<file path="src/rtl/fpu_scheduler_pkg.sv">
// -----------------------------------------------------------------------------
// fpu_scheduler_pkg
// Shared definitions for the FPU scheduler slice: controller state encoding,
// FPU operation codes, the round-to-nearest rounding mode, the quiet-NaN
// pattern returned on a timed-out operation, and a helper that sizes index
// vectors for N requesters.
// -----------------------------------------------------------------------------
package fpu_scheduler_pkg;

   typedef enum logic [2:0] {
      IDLE    = 3'd0,
      ISSUE   = 3'd1,
      WAIT_LO = 3'd2,
      WAIT_HI = 3'd3,
      DONE    = 3'd4
   } state_t;

   localparam logic [2:0]  FPU_ADD       = 3'b000;
   localparam logic [2:0]  FPU_SUB       = 3'b001;
   localparam logic [2:0]  FPU_MUL       = 3'b010;
   localparam logic [2:0]  FPU_DIV       = 3'b011;

   localparam logic [1:0]  RMODE_NEAREST = 2'b00;

   localparam logic [63:0] QNAN          = 64'h7FF8_0000_0000_0000;

   // Width of an index into n requesters; never narrower than one bit.
   function automatic int idx_width(input int n);
      return (n > 1) ? $clog2(n) : 1;
   endfunction

endpackage

</file>
<file path="src/rtl/fpu_scheduler_rr_arbiter.sv">
// -----------------------------------------------------------------------------
// rr_arbiter
// Combinational round-robin arbiter. The search for a winner starts at
// (pointer + 1) mod N, so the requester that was served last has the lowest
// priority on the next round.
//   req     : request vector, one bit per requester
//   pointer : index of the requester granted most recently
//   grant   : one-hot winner (all zero when nothing is requested)
//   valid   : at least one request is present
// -----------------------------------------------------------------------------
module rr_arbiter
   import fpu_scheduler_pkg::*;
#(
   parameter int N  = 4,
   parameter int PW = idx_width(N)
) (
   input  logic [N-1:0]  req,
   input  logic [PW-1:0] pointer,
   output logic [N-1:0]  grant,
   output logic          valid
);

   logic          found;
   logic [PW-1:0] idx;

   // NOTE: every signal written here gets a default first, so no path leaves it
   // unassigned and no latch is inferred.
   always_comb begin
      grant = '0;
      found = 1'b0;
      idx   = '0;
      for (int k = 1; k <= N; k++) begin
         idx = PW'((int'(pointer) + k) % N);
         if (!found && req[idx]) begin
            grant[idx] = 1'b1;
            found      = 1'b1;
         end
      end
   end

   assign valid = |req;

endmodule

</file>
<file path="src/rtl/fpu_scheduler.sv">
// -----------------------------------------------------------------------------
// fpu_scheduler
// Shares one external FPU between N_REQ requesters. One operation is in
// flight at a time: the round-robin winner's operands are registered onto the
// fpu_* outputs, a one-cycle fpu_enable starts the FPU, the controller waits
// for fpu_ready to fall (ignoring a ready left high by the previous operation)
// and then rise, and reports completion with a one-hot done pulse. An FPU that
// never answers is cut off after TIMEOUT_CYC cycles with a quiet-NaN result.
//   clk_operation, rst         : clock, synchronous active-high reset
//   req / req_opa / req_opb /
//   req_fpu_op / req_rmode     : per-requester request level and operands
//   gnt                        : one-hot owner of the FPU (ISSUE .. WAIT_HI)
//   done, err_timeout          : one-cycle completion / timeout pulses
//   result                     : last result, held until the next done
//   fpu_enable, fpu_opa, fpu_opb,
//   fpu_op, fpu_rmode          : start pulse and registered operands to FPU
//   fpu_out, fpu_ready         : FPU result and ready
// -----------------------------------------------------------------------------
module fpu_scheduler
   import fpu_scheduler_pkg::*;
#(
   parameter int N_REQ       = 4,
   parameter int TIMEOUT_CYC = 400
) (
   input  logic                 clk_operation,
   input  logic                 rst,
   input  logic [N_REQ-1:0]     req,
   input  logic [64*N_REQ-1:0]  req_opa,
   input  logic [64*N_REQ-1:0]  req_opb,
   input  logic [3*N_REQ-1:0]   req_fpu_op,
   input  logic [2*N_REQ-1:0]   req_rmode,
   output logic [N_REQ-1:0]     gnt,
   output logic [N_REQ-1:0]     done,
   output logic [63:0]          result,
   output logic                 err_timeout,
   output logic                 fpu_enable,
   output logic [63:0]          fpu_opa,
   output logic [63:0]          fpu_opb,
   output logic [2:0]           fpu_op,
   output logic [1:0]           fpu_rmode,
   input  logic [63:0]          fpu_out,
   input  logic                 fpu_ready
);

   localparam int PW = idx_width(N_REQ);
   localparam int TW = $clog2(TIMEOUT_CYC + 1);

   state_t             state, state_nxt;
   logic [N_REQ-1:0]   gnt_q;
   logic [PW-1:0]      owner_q;
   logic [PW-1:0]      rr_ptr;
   logic [TW-1:0]      tmo_cnt;
   logic               timed_out_q;

   logic [N_REQ-1:0]   arb_gnt;
   logic               arb_valid;
   logic [PW-1:0]      arb_idx;
   logic [63:0]        sel_opa, sel_opb;
   logic [2:0]         sel_op;
   logic [1:0]         sel_rmode;
   logic               timeout_hit;

   rr_arbiter #(.N(N_REQ), .PW(PW)) u_arb (
      .req     (req),
      .pointer (rr_ptr),
      .grant   (arb_gnt),
      .valid   (arb_valid)
   );

   // Steer the winner's operand slices and index out of the one-hot grant.
   always_comb begin
      arb_idx   = '0;
      sel_opa   = '0;
      sel_opb   = '0;
      sel_op    = '0;
      sel_rmode = '0;
      for (int i = 0; i < N_REQ; i++) begin
         if (arb_gnt[i]) begin
            arb_idx   = PW'(i);
            sel_opa   = req_opa[i*64 +: 64];
            sel_opb   = req_opb[i*64 +: 64];
            sel_op    = req_fpu_op[i*3 +: 3];
            sel_rmode = req_rmode[i*2 +: 2];
         end
      end
   end

   // tmo_cnt is cleared in ISSUE and counts wait cycles, so it reads j-1 in the
   // j-th cycle after ISSUE. Hitting TIMEOUT_CYC-2 here makes DONE land exactly
   // TIMEOUT_CYC cycles after ISSUE.
   assign timeout_hit = (tmo_cnt == TW'(TIMEOUT_CYC - 2));

   // NOTE: sequential state uses non-blocking assignments only, so every
   // register samples pre-edge values regardless of block ordering.
   always_ff @(posedge clk_operation) begin
      if (rst) state <= IDLE;
      else     state <= state_nxt;
   end

   always_comb begin
      state_nxt = state;
      case (state)
         IDLE:    if (arb_valid) state_nxt = ISSUE;
         ISSUE:   state_nxt = WAIT_LO;
         WAIT_LO: begin
            if (timeout_hit)     state_nxt = DONE;
            else if (!fpu_ready) state_nxt = WAIT_HI;
         end
         // A real answer in the same cycle as the timeout wins.
         WAIT_HI: if (fpu_ready || timeout_hit) state_nxt = DONE;
         DONE:    state_nxt = IDLE;
         default: state_nxt = IDLE;
      endcase
   end

   always_comb begin
      fpu_enable  = (state == ISSUE);
      gnt         = (state == DONE) ? '0 : gnt_q;
      done        = (state == DONE) ? gnt_q : '0;
      err_timeout = (state == DONE) && timed_out_q;
   end

   // NOTE: the wide operand and result registers are reset too, because their
   // reset value is visible on the ports.
   always_ff @(posedge clk_operation) begin
      if (rst) begin
         gnt_q       <= '0;
         owner_q     <= '0;
         rr_ptr      <= PW'(N_REQ - 1);
         tmo_cnt     <= '0;
         timed_out_q <= 1'b0;
         result      <= '0;
         fpu_opa     <= '0;
         fpu_opb     <= '0;
         fpu_op      <= '0;
         fpu_rmode   <= '0;
      end else begin
         case (state)
            IDLE: begin
               if (arb_valid) begin
                  gnt_q     <= arb_gnt;
                  owner_q   <= arb_idx;
                  fpu_opa   <= sel_opa;
                  fpu_opb   <= sel_opb;
                  fpu_op    <= sel_op;
                  fpu_rmode <= sel_rmode;
               end
            end
            ISSUE: begin
               tmo_cnt     <= '0;
               timed_out_q <= 1'b0;
            end
            WAIT_LO: begin
               tmo_cnt <= tmo_cnt + TW'(1);
               if (timeout_hit) begin
                  result      <= QNAN;
                  timed_out_q <= 1'b1;
               end
            end
            WAIT_HI: begin
               tmo_cnt <= tmo_cnt + TW'(1);
               if (fpu_ready) begin
                  result <= fpu_out;
               end else if (timeout_hit) begin
                  result      <= QNAN;
                  timed_out_q <= 1'b1;
               end
            end
            DONE: begin
               gnt_q  <= '0;
               rr_ptr <= owner_q;
            end
            default: ;
         endcase
      end
   end

endmodule

</file>
<file path="config.mk">
export PLATFORM = sky130hd
export DESIGN_NAME = fpu_scheduler
export DESIGN_NICKNAME = d
export VERILOG_FILES = /design/src/rtl/fpu_scheduler_pkg.sv /design/src/rtl/fpu_scheduler_rr_arbiter.sv /design/src/rtl/fpu_scheduler.sv
export SDC_FILE = /design/constraint.sdc
export NUM_CORES = 1
export LEC_CHECK = 0
export ABC_AREA = 1
export CORE_AREA = 5 5 311 313
export CTS_CLUSTER_DIAMETER = 60
export DETAILED_ROUTE_END_ITERATION = 16
export DIE_AREA = 0 0 316 318
export GPL_TIMING_DRIVEN = 0
export HOLD_SLACK_MARGIN = 0.15
export SLEW_MARGIN = 10
export SYNTH_ARGS = -nofsm -noshare
export SYNTH_HDL_FRONTEND = slang
export SYNTH_SLANG_ARGS = --single-unit
export TNS_END_PERCENT = 5
</file>
<file path="constraint.sdc">
create_clock -name clk_operation -period 6.8 [get_ports clk_operation]
set_input_delay 1.36 -clock clk_operation [delete_from_list [all_inputs] [get_ports clk_operation]]
set_output_delay 1.36 -clock clk_operation [all_outputs]
set_load 0.1 [all_outputs]
</file>
==> impl_metrics.json, run 1 <==
{
  "synth_cell_types": 36,
  "cts_tree": "done",
  "cts-root-buf": "clkbuf_16",
  "pin_count": 810,
  "place.gp.congestion": 0.949,
  "met2WireLength_mm": 50.0,
  "wl_per_cell_um": 23.2,
  "yosysWarnings": 0,
  "reg2reg_depth": 16,
  "worst_pin_slew_ns": 1.30,
  "fin_tns_setup_ns": 0,
  "rsz0062_at_grt": "no",
  "synth_area_um2": 13800,
  "hold_viol": 0,
  "ys_seq_area_share_pct": 31.7,
  "crit_path_end_kind": "output port",
  "layout-drive-gt1-share_pct": 5.15,
  "highest_layer": "met5",
  "crit_start": "state[2]",
  "async_flop_share_pct": 0,
  "wl_met3_mm": 10.6,
  "syn_area_per_cell_um2": 5.81,
  "dieArea_um2": 100000,
  "endpoint": "done[1]",
  "met1_length_mm": 40.2,
  "power_mw": 9.76,
  "cap_violations": 0,
  "setup_viol": 0,
  "yosys_most_used_dff": "dfxtp_1",
  "h-tree-depth": 2,
  "area.growth.synth_to_final_pct": 80.0,
  "ir_worst_vdd_uv": 219,
  "slew_headroom_pct": 13.2,
  "reg2reg_setup_slack_ns": 2.60,
  "drt-total-wl_mm": 105,
  "post-dp-hpwl_mm": 87.5,
  "cts.repair.resized": 0,
  "crit_arrival_ns": 3.49,
  "fmax_mhz": 206,
  "drv_slew": 0,
  "synthCells": 2366,
  "grt_max_degree": 12,
  "antenna_left": 0,
  "r2r_end": "fpu_opa[11]",
  "vias_per_cell": 4.21,
  "fin_skew_ns": 0.0256,
  "die_h_um": 318,
  "synth_edf_count": 0,
  "grt_pass1_vias": 18586,
  "fin_crit_sh_pct": 71.4,
  "r2r_start": "rr_ptr[0]",
  "drt_first_iter_violations": 1331,
  "hp-class": "reg -> reg",
  "syn_nets": 2979,
  "vias": 19059,
  "track_usage_pct": 19.7,
  "placementRows": 113,
  "power_density_nw_per_um2": 394,
  "outcome": "finished clean",
  "clk_pin_slew_ns": 0.06,
  "start_util_pct": 14.6,
  "fp.dieW_um": 316,
  "startpoint_type": "flip-flop",
  "critical_path.max_fanout": 10,
  "cts-hold-fix-buffers": 0,
  "clockBufferDepth": 3,
  "worst-endpoint-required_ns": 5.44,
  "core_area_um2": 94000,
  "clkSinkCount": 218,
  "crit_type": "reg -> out",
  "grt_pass1_wl_mm": 141,
  "fin_nets": 3827,
  "drc": 0,
  "numCtsBuffers": 37,
  "p_leak_nw": 11.1,
  "numPortBuffers": 808,
  "antenna_found_initial": 33,
  "cts_setup_buffers": 0,
  "gr-total-overflow": 0,
  "firstDrtPassIters": 5,
  "ys_seq_elements": 218,
  "period_needed_ns": 4.85,
  "clock_latency_ns": 0.56
}
cell families after synthesis:
logic type | share of synthesized area (%)
AND/OR/NAND/NOR | 29.4
adder cells (fa/ha/maj) | 0.910
flip-flops | 31.7
AO/OA/AOI/OAI | 23.1
buffers and inverters | 14.8
final cells by class:
cell class,instances,area [um^2]
multi-input combinational,1656,7360
inverter,320,1200
fill,10569,69300
tap,1265,1580
antenna,18,45.0
timing repair buffer,809,8080
clock inverter,14,238
clock buffer,51,1050
buffer,172,840
sequential,218,4360
how the worst min path moves through the flow:
stage                start          end  slack [ns]  depth (start not counted)
3_5_place_dp    result[25]   result[25]        0.45                          2
3_3_place_gp    result[15]   result[15]        0.45                          2
6_report        result[41]   result[41]        0.46                          2
2_1_floorplan  timed_out_q  timed_out_q        0.43                          2
5_1_grt         result[37]   result[37]        0.47                          2
4_1_cts         result[25]   result[25]        0.46                          2
critical path: stages, from the launching register on:
cell             delay [ns]
dfxtp_1                0.31
clkbuf_1               0.24
inv_1                  0.07
nor2_1                 0.56
inv_1                  0.26
nor2_1                 0.27
clkdlybuf4s50_1        1.22
metal layers:
layer  vias up  GRT usage (%)
met5         -              0
li1       9167              -
met1      8751           22.8
met3       180           6.32
met4        20           7.29
met2       941           33.8
where the power goes:
group	total, mW	switching [mW]	internal, mW
clock	2.02	0.744	1.28
sequential	1.78	0.179	1.60
combinational	5.96	4.45	1.51
Yosys cell counts (2+ instances only):
master / instances / area, um^2
buf_1: 8 / 30.0
dfxtp_1: 218 / 4360
clkbuf_1: 79 / 297
nand3_1: 79 / 395
buf_6: 8 / 90.1
a31oi_1: 2 / 12.5
nand2_1: 902 / 3390
nor3_1: 3 / 15.0
ha_1: 10 / 125
inv_2: 5 / 18.8
buf_4: 7 / 52.6
o221ai_1: 12 / 105
nand3_2: 3 / 30.0
inv_1: 314 / 1180
o211ai_1: 3 / 22.5
buf_2: 69 / 345
a21oi_1: 592 / 2960
nand4_1: 4 / 25.0
nor2_1: 23 / 86.3
o21ai_0: 8 / 40.0
nand2_4: 2 / 22.5
placed cells by master, fill, tap and decap left out, types with 3 or more instances in the layout:
cell type and n:
nand2_1 902, clkdlybuf4s50_1 805, a21oi_1 592, inv_1 314
dfxtp_1 218, clkbuf_1 83, nand3_1 79, buf_2 72
clkbuf_16 37, nor2_1 23, diode_2 18, o221ai_1 12
ha_1 10, buf_4 8, buf_6 8, o21ai_0 8
buf_1 7, clkbuf_8 7, inv_2 5, bufinv_16 5
clkbuf_2 4, nand4_1 4, nand3_2 3, o211ai_1 3
clkinv_4 3
through the flow:
step / setup WS, ns / area (um^2) / utilization [%] / hold WS [ns] / std cells
after floorplan: 2.85 / 13800 / - / 0.435 / 2366
after global placement: 1.38 / 23400 / 24.9 / 0.447 / 4439
after detailed placement: 1.39 / 23400 / 24.9 / 0.454 / 4440
after CTS: 1.89 / 24700 / 26.3 / 0.461 / 4505
after global routing: 1.74 / 24700 / 26.3 / 0.471 / 4511
final: 1.95 / 24800 / 26.3 / 0.459 / 4523
sequential cells by signal, summed over array words and instances, names as in the netlist:
signal / cells
fpu_opa: 64
fpu_opb: 64
result: 64
tmo_cnt: 9
gnt_q: 4
fpu_op: 3
state: 3
fpu_rmode: 2
owner_q: 2
rr_ptr: 2
timed_out_q: 1
(Power assumes the default switching activity.)
==> run 2: changes to the inputs <==
Clock period 6.8 ns to 4.2 ns, I/O delays scaled along.
==> impl_metrics.json, run 2 (synthesis gave the netlist of run 1 again) <==
{
  "pin_count": 810,
  "seq_area_um2": 4360,
  "post-dp-hpwl_mm": 87.5,
  "met2_usage_pct": 33.8,
  "worst-endpoint-required_ns": 3.36,
  "top_regs": "fpu_opa (64), fpu_opb (64), result (64)",
  "h-tree-depth": 2,
  "final_cell_mix": "902 x nand2_1, 800 x clkdlybuf4s50_1, 592 x a21oi_1",
  "met3_usage_pct": 6.32,
  "period_needed_ns": 4.00,
  "fin_cells": 4521,
  "antenna_found_initial": 33,
  "grt_max_degree": 12,
  "hold_viol": 0,
  "startpoint_type": "flip-flop",
  "crit_arrival_ns": 3.16,
  "clk_pin_slew_ns": 0.06,
  "busiest_layer": "met2",
  "fin_skew_ns": 0.0250,
  "fillers": 10569,
  "critical_path.max_fanout": 10,
  "dieArea_um2": 100000,
  "grt_util_met1_pct": 22.8,
  "antenna_left": 0,
  "core_area_um2": 94000,
  "vias_per_cell": 4.21,
  "drc": 0,
  "place.gp.congestion": 0.949,
  "p_leak_nw": 11.1,
  "worst_pin_slew_ns": 1.20,
  "track_usage_pct": 19.7,
  "layout-drive-gt1-share_pct": 5.28,
  "cts-root-buf": "clkbuf_16",
  "grt_pass1_vias": 18586,
  "grt_pass1_wl_mm": 141,
  "final_common_cell": "nand2_1",
  "multi_input_area_um2": 7360,
  "area.growth.synth_to_final_pct": 79.9,
  "clkSinkCount": 218,
  "outcome": "finished clean",
  "ir_worst_vdd_uv": 355,
  "drv_slew": 0,
  "start_util_pct": 14.6,
  "numCtsBuffers": 37,
  "fp.dieW_um": 316,
  "drt-total-wl_mm": 105,
  "dp.cells": 4440,
  "gr-total-overflow": 0,
  "setup_viol": 0,
  "hp-class": "reg -> reg",
  "die_h_um": 318,
  "wl_per_cell_um": 23.2,
  "power_density_nw_per_um2": 638,
  "numPortBuffers": 808,
  "clockBufferDepth": 3,
  "fin_tns_setup_ns": 0,
  "crit_type": "reg -> out",
  "fin_nets": 3827,
  "vias": 19036,
  "crit_path_end_kind": "output port",
  "cap_violations": 0,
  "slew_headroom_pct": 19.6,
  "rsz0062_at_grt": "yes",
  "placementRows": 113,
  "clock_latency_ns": 0.56,
  "firstDrtPassIters": 5,
  "fmax_mhz": 250,
  "drt_first_iter_violations": 1328,
  "cts_tree": "done",
  "fin_crit_sh_pct": 95.3
}
==> run 2: cell types whose count changed in the layout (fill, tap and decap cells not counted), sizes merged <==
cell and delta:
buf +1, clkdlybuf4s15 +1, clkdlybuf4s50 -5, diode -2
dlygate4sd2 +3
==> run 2: worst max-delay path, stage by stage, from the launching register on <==
cell	delay [ns]
dfxtp_1	0.31
clkbuf_1	0.23
inv_1	0.07
nor2_1	0.57
inv_1	0.26
nor2_1	0.26
clkdlybuf4s15_1	0.90
==> run 2: per-layer routing <==
layer | share of wire [%] | up-vias
met4 | 3.9 | 20
li1 | - | 9166
met1 | 39 | 8739
met3 | 9.8 | 180
met2 | 48 | 931
met5 | 0.13 | -
==> run 2: final timing paths <==
check             start          end  slack (ns)  cells past startpoint
min reg2reg  result[41]   result[41]        0.46                      2
min          result[41]   result[41]        0.46                      2
max reg2reg   rr_ptr[0]   fpu_opb[1]        0.23                     16
max            state[2]  err_timeout        0.20                      6
==> run 2: where the power goes <==
part / internal [mW] / switching, mW / total (mW)
logic: 2.45 / 7.20 / 9.65
registers: 2.59 / 0.291 / 2.88
clock network: 2.06 / 1.21 / 3.27
total: 7.10 / 8.69 / 15.8
==> run 2: layout make-up <==
class / count / area share (%)
Antenna cell: 16 / 0.162
Buffer: 172 / 3.41
Clock buffer: 51 / 4.24
Clock inverter: 14 / 0.961
Inverter: 320 / 4.85
Multi-Input combinational cell: 1656 / 29.7
Sequential cell: 218 / 17.6
Tap cell: 1265 / 6.40
Timing Repair Buffer: 809 / 32.6
==> run 2: timing repair <==
item | in CTS | in global routing
resized for setup | 7 | 7
buffers inserted | 0 | 0
setup endpoints to repair | 10 | 16
pin swaps | 0 | 0
hold buffers | 0 | 0
gates cloned | 0 | 0
==> run 2: through the flow <==
step | hold WS, ns | utilization [%] | instance area, um^2 | power [mW] | setup slack [ns]
finish | 0.459 | 26.3 | 24700 | 15.8 | 0.199
global route | 0.471 | 26.3 | 24700 | 16.6 | -0.112
CTS | 0.461 | 26.3 | 24700 | 15.9 | 0.0767
detailed placement | 0.454 | 24.9 | 23400 | 12.6 | -0.689
global placement | 0.447 | 24.9 | 23400 | 12.6 | -0.703
floorplan | 0.435 | - | 13800 | 9.14 | 0.745
